===== src/rtl/unidade_controle_rodadas.sv =====
// Round-based memory game controller: Moore FSM driving the round counter,
// play counter, play register and timeout counter of the datapath.
module unidade_controle_rodadas (
    input  logic       clock,
    input  logic       reset,
    input  logic       iniciar,
    input  logic       jogada_feita,
    input  logic       igual,
    input  logic       fimRodada,
    input  logic       fimTotal,
    input  logic       fimT,
    output logic       zeraCL,
    output logic       contaCL,
    output logic       zeraC,
    output logic       contaC,
    output logic       zeraR,
    output logic       registraR,
    output logic       conta,
    output logic       pronto,
    output logic       acertou,
    output logic       errou,
    output logic       timeout,
    output logic [3:0] db_estado
);

    typedef enum logic [3:0] {
        INICIAL        = 4'h0,
        PREPARACAO     = 4'h1,
        INICIO_RODADA  = 4'h2,
        ESPERA_JOGADA  = 4'h3,
        REGISTRA       = 4'h4,
        COMPARACAO     = 4'h5,
        PROXIMA_JOGADA = 4'h6,
        PROXIMA_RODADA = 4'h7,
        FIM_ACERTOU    = 4'hA,
        FIM_TIMEOUT    = 4'hD,
        FIM_ERROU      = 4'hE
    } estado_t;

    estado_t estado_q;
    estado_t estado_d;

    always_ff @(posedge clock or posedge reset) begin
        if (reset) begin
            estado_q <= INICIAL;
        end else begin
            estado_q <= estado_d;
        end
    end

    always_comb begin
        estado_d = INICIAL;
        case (estado_q)
            INICIAL:        estado_d = iniciar ? PREPARACAO : INICIAL;
            PREPARACAO:     estado_d = INICIO_RODADA;
            INICIO_RODADA:  estado_d = ESPERA_JOGADA;
            ESPERA_JOGADA: begin
                // A play made on the timeout cycle still counts.
                if (jogada_feita) begin
                    estado_d = REGISTRA;
                end else if (fimT) begin
                    estado_d = FIM_TIMEOUT;
                end else begin
                    estado_d = ESPERA_JOGADA;
                end
            end
            REGISTRA:       estado_d = COMPARACAO;
            COMPARACAO: begin
                if (!igual) begin
                    estado_d = FIM_ERROU;
                end else if (fimRodada && fimTotal) begin
                    estado_d = FIM_ACERTOU;
                end else if (fimRodada) begin
                    estado_d = PROXIMA_RODADA;
                end else begin
                    estado_d = PROXIMA_JOGADA;
                end
            end
            PROXIMA_JOGADA: estado_d = ESPERA_JOGADA;
            PROXIMA_RODADA: estado_d = INICIO_RODADA;
            FIM_ACERTOU:    estado_d = iniciar ? PREPARACAO : FIM_ACERTOU;
            FIM_TIMEOUT:    estado_d = iniciar ? PREPARACAO : FIM_TIMEOUT;
            FIM_ERROU:      estado_d = iniciar ? PREPARACAO : FIM_ERROU;
            default:        estado_d = INICIAL;
        endcase
    end

    always_comb begin
        zeraCL    = 1'b0;
        contaCL   = 1'b0;
        zeraC     = 1'b0;
        contaC    = 1'b0;
        zeraR     = 1'b0;
        registraR = 1'b0;
        conta     = 1'b0;
        pronto    = 1'b0;
        acertou   = 1'b0;
        errou     = 1'b0;
        timeout   = 1'b0;
        case (estado_q)
            PREPARACAO: begin
                zeraCL = 1'b1;
                zeraC  = 1'b1;
                zeraR  = 1'b1;
            end
            INICIO_RODADA: begin
                zeraC = 1'b1;
                zeraR = 1'b1;
            end
            ESPERA_JOGADA:  conta     = 1'b1;
            REGISTRA:       registraR = 1'b1;
            PROXIMA_JOGADA: contaC    = 1'b1;
            PROXIMA_RODADA: contaCL   = 1'b1;
            FIM_ACERTOU: begin
                pronto  = 1'b1;
                acertou = 1'b1;
            end
            FIM_ERROU: begin
                pronto = 1'b1;
                errou  = 1'b1;
            end
            FIM_TIMEOUT: begin
                pronto  = 1'b1;
                timeout = 1'b1;
            end
            default: ;
        endcase
    end

    assign db_estado = estado_q;

endmodule


===== config.mk =====
export PLATFORM = sky130hd
export DESIGN_NAME = unidade_controle_rodadas
export DESIGN_NICKNAME = d
export VERILOG_FILES = /design/src/rtl/unidade_controle_rodadas.sv
export SDC_FILE = /design/constraint.sdc
export NUM_CORES = 1
export LEC_CHECK = 0
export ABC_AREA = 1
export BUFFER_PORTS_ARGS = -buffer_cell sky130_fd_sc_hd__clkbuf_2
export CAP_MARGIN = 20
export CORE_AREA = 3 3 40 42
export CTS_BUF_LIST = sky130_fd_sc_hd__clkbuf_16
export DETAILED_ROUTE_END_ITERATION = 10
export DIE_AREA = 0 0 43 45
export GPL_ROUTABILITY_DRIVEN = 0
export HOLD_SLACK_MARGIN = 0.03
export PLACE_DENSITY = 0.62
export RECOVER_POWER = 25
export SYNTH_ARGS = -nofsm -noshare
export SYNTH_HDL_FRONTEND = slang
export SYNTH_SLANG_ARGS = --single-unit

===== constraint.sdc =====
create_clock -name clock -period 1.2 [get_ports clock]
set_input_delay 0.06 -clock clock [delete_from_list [all_inputs] [get_ports clock]]
set_output_delay 0.06 -clock clock [all_outputs]
set_load 0.005 [all_outputs]

==> results of run 1 <==
## worst max-delay path by stage
stage / from / endpoint / slack, ns / depth (start not counted)
finish: db_estado[1] / zeraR / -0.01 / 4
global route: db_estado[1] / zeraR / -0.06 / 4
CTS: db_estado[0] / zeraR / -0.01 / 4
detailed placement: db_estado[0] / db_estado[3] / 0.05 / 7
global placement: db_estado[0] / db_estado[3] / 0.06 / 7
floorplan: db_estado[0] / zeraR / 0.18 / 4
## area by class of cell
type	count	area (sq um)
multi-input combinational	56	297
inverter	15	61.3
clock buffer	3	75.1
tap	15	18.8
sequential	4	105
timing repair buffer	29	165
fill	120	563
## per-layer routing
| metal | GRT usage (%) | vias up | share of wire (%) |
|---|---|---|---|
| met5 | 0 | - | 0 |
| met4 | 6.02 | 0 | 1.3 |
| met3 | 2.79 | 2 | 6.4 |
| met2 | 24.0 | 23 | 50 |
| met1 | 17.0 | 249 | 43 |
| li1 | - | 292 | - |
## power groups by stage
stage | clock network, mW | registers (mW) | logic [mW]
floorplan | 0 | 0.279 | 0.445
global placement | 0 | 0.296 | 0.671
detailed placement | 0 | 0.298 | 0.675
CTS | 0.518 | 0.325 | 0.847
global route | 0.531 | 0.380 | 1.10
finish | 0.516 | 0.368 | 0.982
## synth_stat cells
cell type / count
inv_2: 1
nand3b_1: 1
o21ai_0: 1
nor2_2: 1
nand2_1: 29
nand3_1: 3
inv_1: 14
buf_4: 1
dfrtp_1: 4
nand4_1: 4
nor2_1: 16
a21oi_1: 1
## layout by cell type, fill, tap and decap left out, types with 3 or more instances in the layout
cell type	instances
nand2_2	5
clkbuf_2	20
nand4_1	4
inv_1	11
nor2_1	10
nand3_1	3
clkbuf_16	3
buf_4	6
nor2_4	5
nand2_1	23
dfrtp_2	4
## timing repair
action                     CTS  global route
buffers inserted             3             3
pin swaps                    2             3
gates resized for setup     15            15
hold buffers                 1             0
setup endpoints to repair   10             9
hold endpoints to repair     4             0
## cell families (layout without fill, tap and decap cells)
logic type	Yosys count	after routing	synth area share [%]
DFF	4	4	25.2
and+or+nand+nor	54	54	56.2
buffers and inverters	16	47	16.1
AOI/OAI and AO/OA	2	2	2.52
## worst max-delay path: stages (launching register included)
cell	delay [ns]
dfrtp_2	0.46
inv_2	0.11
nand2_2	0.07
a21oi_2	0.16
buf_2	0.13
==> impl_metrics.tcl, run 1 <==
set metrics [dict create \
    status "finished, violations left" \
    violations "negative setup slack" \
    fmax_mhz 825 \
    antenna_found_initial 0 \
    diodes 0 \
    syn-num-nets 84 \
    start_util_pct 30.9 \
    combPwrFrac_pct 52.6 \
    syn_to_final_growth_pct 82.0 \
    final.min_clock_period_ns 1.21 \
    clk_latency_ns 0.22 \
    net-switching-power_mw 0.785 \
    max_slew_margin_pct 84.8 \
    synth_top_area_cell "nand2_1" \
    yosys_warnings 0 \
    hold_viol 0 \
    powerDensity_nw_per_um2 2590 \
    required_ns 1.14 \
    r2r.worst_path.cells 6 \
    synth_area_leaders "nand2_1, dfrtp_1, nor2_1" \
    setup.worst_path.start_class "register" \
    worstSetupPathType "reg2out" \
    grt_max_degree 9 \
    seq_power_share_pct 19.7 \
    vias_per_cell 4.64 \
    p_sw_share_pct 42.1 \
    dp_cells 112 \
    hold_depth 3 \
    post-dp-hpwl_um 984 \
    reg2reg_slack_ns 0.03 \
    cts_tree "yes" \
    worst_pin_slew_ns 0.225 \
    synth_top_area_share_pct 27.4 \
    fin_tns_setup_ns -0.0267 \
    routed-via-count 566 \
    cts_buffer_depth 2 \
    cp_max_fo 6 \
    setup_ws_ns -0.0121 \
    synthCells 76 \
    numCtsBuffers 3 \
    maxCapViolations 0 \
    timing.hold.ws_ns 0.109 \
    post-route-util_pct 56.2 \
    grt_overflow 0 \
    r2r_start "db_estado[0]" \
    grt_use_total_pct 13.9 \
    setup_viol 4 \
    pre_cts_slack_ns 0.0546 \
    worstPathArrival_ns 1.15 \
    rsz0062_at_grt "true" \
    hp-class "in2reg" \
    dieArea_sq_um 1940 \
    yosysSeqAreaShare_pct 25.2 \
    power.total_mw 1.87 \
    fin_worst_skew_ns 0.00102 \
    dr.pass1.iters 4 \
    largest_reg_flops 4 \
    end_kind "output port" \
    drc 0 \
    synth_area_per_cell_sq_um 5.22 \
    stdcell_area_sq_um 722 \
    grt_pass1_vias 512 \
    layout_worst_path_cycle_share_pct 101 \
    final_nets 117 \
    worst_r2r_endpoint "db_estado[0]" \
    die_w_um 43 \
    cts_root_buf "clkbuf_16" \
    first_iter_violations 8 \
    drive_gt1_share_pct 49.5 \
    leakagePower_nw 0.440 \
    grt_pass1_wl_um 2060 \
    io_buffers 22 \
    cts-htree-levels 1 \
    netlist_area_sq_um 397 \
    cts_sinks 4 \
    core_area_sq_um 1280 \
    holdPathEnd "db_estado[0]" \
    stdcell_count 122 \
    peakVddDrop_uv 1210 \
    min_from "iniciar" \
    p_int_mw 1.08 \
    synthDistinctLibCells 12 \
    placed_area_sq_um 518 \
    slew_viol_final 0 \
    rows 13 \
    wl_per_cell_um 10.7 \
    die_y_um 45 \
    path_clk_slew_ns 0.03 \
    io_pins 23 \
    clkPwrFrac_pct 27.6 \
    ant_nets 0 \
    finalWirelength_um 1310 \
    ys_ff_latch 4 \
]
Power figures use the tool's default switching activity.
==> inputs of run 2 (changes only) <==
Settings changed: ABC_AREA 1 to default, PLACE_DENSITY 0.62 to 0.63.
==> run 2 against run 1 <==
The flow still finishes with violations (negative setup slack). Cell count fell by 5.7%. Design area up 25%. Register-to-register slack worse by 0.28 ns. Worst setup slack got worse by 0.28 ns. Count of clock-buffer cells in the layout stayed put. Maximum frequency is 19% lower. Critical path depth up 2.
==> impl_metrics.tcl, run 2 <==
set metrics [dict create \
    end_kind "output port" \
    vias_per_cell 5.19 \
    worstSetupPathType "reg2out" \
    async_flop_share_pct 100 \
    rsz0062_at_grt "true" \
    grt_max_degree 8 \
    grt_pass1_vias 599 \
    max_slew_margin_pct 76.7 \
    fmax_mhz 669 \
    cp_max_fo 2 \
    start_util_pct 31.4 \
    cts-htree-levels 1 \
    io_buffers 22 \
    cts_root_buf "clkbuf_16" \
    status "finished, violations left" \
    cpMostUsedCell "buf_6" \
    numCtsBuffers 3 \
    final_common_cell "buf_4" \
    fin_worst_skew_ns 0.00432 \
    hp-class "in2reg" \
    dr.pass1.iters 4 \
    reg2reg_slack_ns -0.25 \
    post-dp-hpwl_um 1040 \
    violations "negative setup slack" \
    timing.hold.ws_ns 0.115 \
    yosysSeqAreaShare_pct 24.8 \
    antenna_found_initial 0 \
    final_nets 110 \
    ys_ff_latch 4 \
    leakagePower_nw 0.450 \
    drc 0 \
    stdcell_area_sq_um 901 \
    post-route-util_pct 70.1 \
    layout_common_cells "buf_4, clkbuf_2, buf_6" \
    worst_pin_slew_ns 0.347 \
    hold_viol 0 \
    setup_viol 15 \
    cpMaxStageDelayCell "dfrtp_1" \
    placed_area_sq_um 642 \
    ant_nets 0 \
    die_w_um 43 \
    synth_area_per_cell_sq_um 7.75 \
    peakVddDrop_uv 1050 \
    worstPathArrival_ns 1.43 \
    drive_gt1_share_pct 70.0 \
    ys_top_cells_by_count "nor2_1, nand2_1, nor3_1" \
    synth_top_area_share_pct 24.8 \
    wl_per_cell_um 14.8 \
    max_stage_delay_ns 0.40 \
    syn_to_final_growth_pct 124 \
    finalWirelength_um 1700 \
    dieArea_sq_um 1940 \
    setup.worst_path.start_class "register" \
    netlist_area_sq_um 403 \
    cts_sinks 4 \
    routed-via-count 597 \
    yosys_warnings 0 \
    required_ns 1.14 \
    synthDistinctLibCells 30 \
    path_cells "buf_6 > buf_6 > or2b_1 > buf_6 > nor2_4 > buf_2" \
    core_area_sq_um 1280 \
    clk_latency_ns 0.22 \
    syn-num-nets 60 \
    slew_viol_final 0 \
    rows 13 \
    grt_use_total_pct 18.9 \
    die_y_um 45 \
    setup_ws_ns -0.294 \
    io_pins 23 \
    layout_worst_path_cycle_share_pct 124 \
    first_iter_violations 18 \
    synthMostInstantiatedCell "nor2_1" \
    largest_reg_flops 4 \
    final.min_clock_period_ns 1.49 \
    synth_area_leaders "dfrtp_1, nor3_1, buf_6" \
    diodes 0 \
    grt_pass1_wl_um 2700 \
    synth_top_area_cell "dfrtp_1" \
    grt_overflow 0 \
    path_clk_slew_ns 0.03 \
    powerDensity_nw_per_um2 2830 \
    synth_edf_count 0 \
    synth_top_flop_cell "dfrtp_1" \
    cts_buffer_depth 2 \
    cts_tree "yes" \
    synthCells 52 \
    maxCapViolations 0 \
]
==> run 2: final cells by class <==
cell class              instances  area [sq um]
well taps                      15          18.8
fillers                        89           384
inverters                       3          11.3
flip-flops and latches          4           104
multi-input cells              40           335
repair buffers                 50           357
clock buffers                   3          75.1
==> run 2: worst paths after layout <==
path                         startpoint           end  depth (start not counted)
hold reg to reg            db_estado[3]  db_estado[2]                          3
max in group asynchronous         reset  db_estado[2]                          3
setup reg to reg           db_estado[3]  db_estado[3]                          6
min in group asynchronous         reset  db_estado[3]                          3
hold / removal                     fimT  db_estado[3]                          2
setup / recovery           db_estado[3]        contaC                          6
==> run 2: layer usage <==
metal	vias to the layer above	part of all wire, %	wire (um)	global-route usage (%)
li1	282	-	-	-
met1	278	42	714	22.2
met2	31	47	800	32.3
met3	6	7.6	130	5.98
met4	0	3.3	57	7.23
met5	-	0	0	0
==> run 2: metrics by stage <==
step                power (mW)  setup TNS (ns)  std cells  setup WS (ns)
global route              2.71           -3.78        115         -0.356
floorplan                0.937         -0.0975         52        -0.0975
detailed placement        1.44          -0.959        103         -0.190
finish                    2.55           -3.06        115         -0.294
global placement          1.46          -0.885        103         -0.143
CTS                       2.36           -2.90        113         -0.352
==> run 2: logic make-up after synthesis <==
| group | after synthesis | synth area share (%) |
|---|---|---|
| AND/OR/NAND/NOR | 27 | 37.0 |
| XOR/XNOR | 1 | 2.17 |
| buffers and inverters | 8 | 13.4 |
| flip-flops | 4 | 24.8 |
| AO/OA/AOI/OAI | 12 | 22.7 |
==> run 2: critical path: cells and delay by family (launching register included) <==
kind | cells | cell delay (ns)
DFF | 1 | 0.40
and+or+nand+nor | 2 | 0.32
buffers and inverters | 4 | 0.48
==> run 2: where the power goes <==
group	switching [mW]	internal, mW
sequential	0.0958	0.206
combinational	0.751	0.975
clock	0.0932	0.426
total	0.940	1.61
==> run 2: timing repair <==
item,CTS,global route
buffers inserted,6,2
resized for setup,22,13
endpoints found under the hold margin,4,0
hold buffers,1,0
endpoints found under the setup margin,15,15
pin swaps,4,2
==> inputs of run 3 (changes only) <==
Settings changed: PLACE_DENSITY 0.63 to 0.6.
==> run 3 against run 2 <==
The run still ends with negative setup slack left. Critical path depth fell by 1. Maximum frequency rose by 3.2%. Wire length rose by 6.9%. Die area did not move. Clock skew barely moved. Flip-flop and latch count did not move. Sequential share of layout area fell by 0.68 points. Worst setup slack improved by 0.046 ns. Total power rose by 7.6%. First-iteration DRC count did not move. Worst hold slack improved by 0.0016 ns. Critical path type unchanged. Largest cell class unchanged. Highest routed layer is now met3.
==> impl_metrics.tcl, run 3 (synthesis results as in run 2) <==
set metrics [dict create \
    first_iter_violations 18 \
    layout_worst_path_cycle_share_pct 121 \
    post-dp-hpwl_um 1010 \
    rows 13 \
    slew_viol_final 0 \
    cpMaxStageDelayCell "dfrtp_2" \
    p_sw_share_pct 36.5 \
    grt_use_total_pct 18.9 \
    maxCapViolations 0 \
    fmax_mhz 691 \
    cpMostUsedCell "buf_6" \
    core_area_sq_um 1280 \
    combPwrFrac_pct 68.5 \
    io_pins 23 \
    numCtsBuffers 3 \
    fin_worst_skew_ns 0.00387 \
    worst_pin_slew_ns 0.337 \
    leakagePower_nw 0.487 \
    wl_per_cell_um 15.0 \
    grt_pass1_wl_um 2600 \
    setup_ws_ns -0.248 \
    clk_latency_ns 0.23 \
    cts-htree-levels 1 \
    finalWirelength_um 1820 \
    power.total_mw 2.74 \
    largest_reg_flops 4 \
    die_y_um 45 \
    dieArea_sq_um 1940 \
    hold_viol 0 \
    cts_buffer_depth 2 \
    ant_nets 0 \
    dr.pass1.iters 4 \
    seq_power_share_pct 12.2 \
    final_nets 116 \
    worstPathArrival_ns 1.39 \
    diodes 0 \
    peakVddDrop_uv 1430 \
    rsz0062_at_grt "true" \
    setup_viol 15 \
    die_w_um 43 \
    p_int_mw 1.74 \
    hold_depth 2 \
    cts_tree "yes" \
    net-switching-power_mw 1.00 \
    r2r.worst_path.cells 4 \
    timing.hold.ws_ns 0.117 \
    hp-class "in2reg" \
    setup.worst_path.start_class "register" \
    stdcell_count 121 \
    violations "negative setup slack" \
    io_buffers 22 \
    max_stage_delay_ns 0.44 \
    routed-via-count 623 \
    status "finished, violations left" \
    final.min_clock_period_ns 1.45 \
    max_slew_margin_pct 77.5 \
    syn_to_final_growth_pct 140 \
    end_kind "output port" \
    cts_sinks 4 \
    path_cells "buf_6 > nand3b_1 > a21boi_2 > buf_4 > buf_6" \
    drc 0 \
    vias_per_cell 5.15 \
    path_clk_slew_ns 0.03 \
    powerDensity_nw_per_um2 2830 \
    drive_gt1_share_pct 74.5 \
    start_util_pct 31.4 \
    cts_root_buf "clkbuf_16" \
    required_ns 1.14 \
    dp_cells 106 \
    grt_pass1_vias 578 \
    clkPwrFrac_pct 19.3 \
    grt_max_degree 9 \
    worstSetupPathType "reg2out" \
    layout_common_cells "buf_4, clkbuf_2, buf_6" \
    grt_overflow 0 \
    final_common_cell "buf_4" \
    antenna_found_initial 0 \
    cp_max_fo 8 \
]
[run 3: area by class of cell]
cell class,count,area [sq um]
Timing Repair Buffer,56,408
Multi-Input combinational cell,40,350
Fill cell,92,317
Sequential cell,4,105
Clock buffer,3,75.1
Tap cell,15,18.8
Inverter,3,11.3
[run 3: power groups by stage]
stage | clock, mW | combinational (mW) | sequential (mW)
after detailed placement | 0 | 1.15 | 0.341
after global placement | 0 | 1.15 | 0.338
after floorplan | 0 | 0.676 | 0.261
final | 0.530 | 1.88 | 0.334
after CTS | 0.528 | 1.60 | 0.323
after global routing | 0.544 | 1.98 | 0.346
[run 3: path summary, 6_finish.rpt]
check / from / to / slack, ns
hold / removal: fimT / db_estado[3] / 0.12
setup reg to reg: db_estado[0] / db_estado[0] / -0.17
setup / recovery: db_estado[1] / pronto / -0.25
max in group asynchronous: reset / db_estado[2] / 0.77
hold reg to reg: db_estado[3] / db_estado[2] / 0.75
min in group asynchronous: reset / db_estado[1] / 0.25
[run 3: timing repair]
item | in CTS | in global routing
pin swaps | 4 | 2
hold buffers | 1 | 0
hold endpoints to repair | 4 | 0
setup buffers | 10 | 1
setup endpoints to repair | 15 | 15
gates resized for setup | 24 | 19
[run 3: per-layer routing]
layer	vias up	global-route usage [%]	wire length, um
met1	302	19.4	761
li1	294	-	-
met2	27	33.5	952
met3	0	7.17	105
met4	0	10.2	0
met5	-	0	0
[run 3: through the flow]
step           utilization (%)  TNS, ns  setup slack [ns]  cell area (sq um)
2_1_floorplan                -  -0.0975           -0.0975                413
3_3_place_gp              51.7   -0.828            -0.163                664
3_5_place_dp              51.7   -0.876            -0.236                664
4_1_cts                   70.6    -1.80            -0.180                907
5_1_grt                   75.4    -2.54            -0.297                968
6_report                  75.4    -2.00            -0.248                968
[run 3: worst max-delay path, delay by kind of cell, from the launching register on]
| family | cells | cell delay, ns |
|---|---|---|
| buffers and inverters | 3 | 0.35 |
| DFF | 1 | 0.44 |
| AOI/OAI and AO/OA | 1 | 0.18 |
| and+or+nand+nor | 1 | 0.19 |
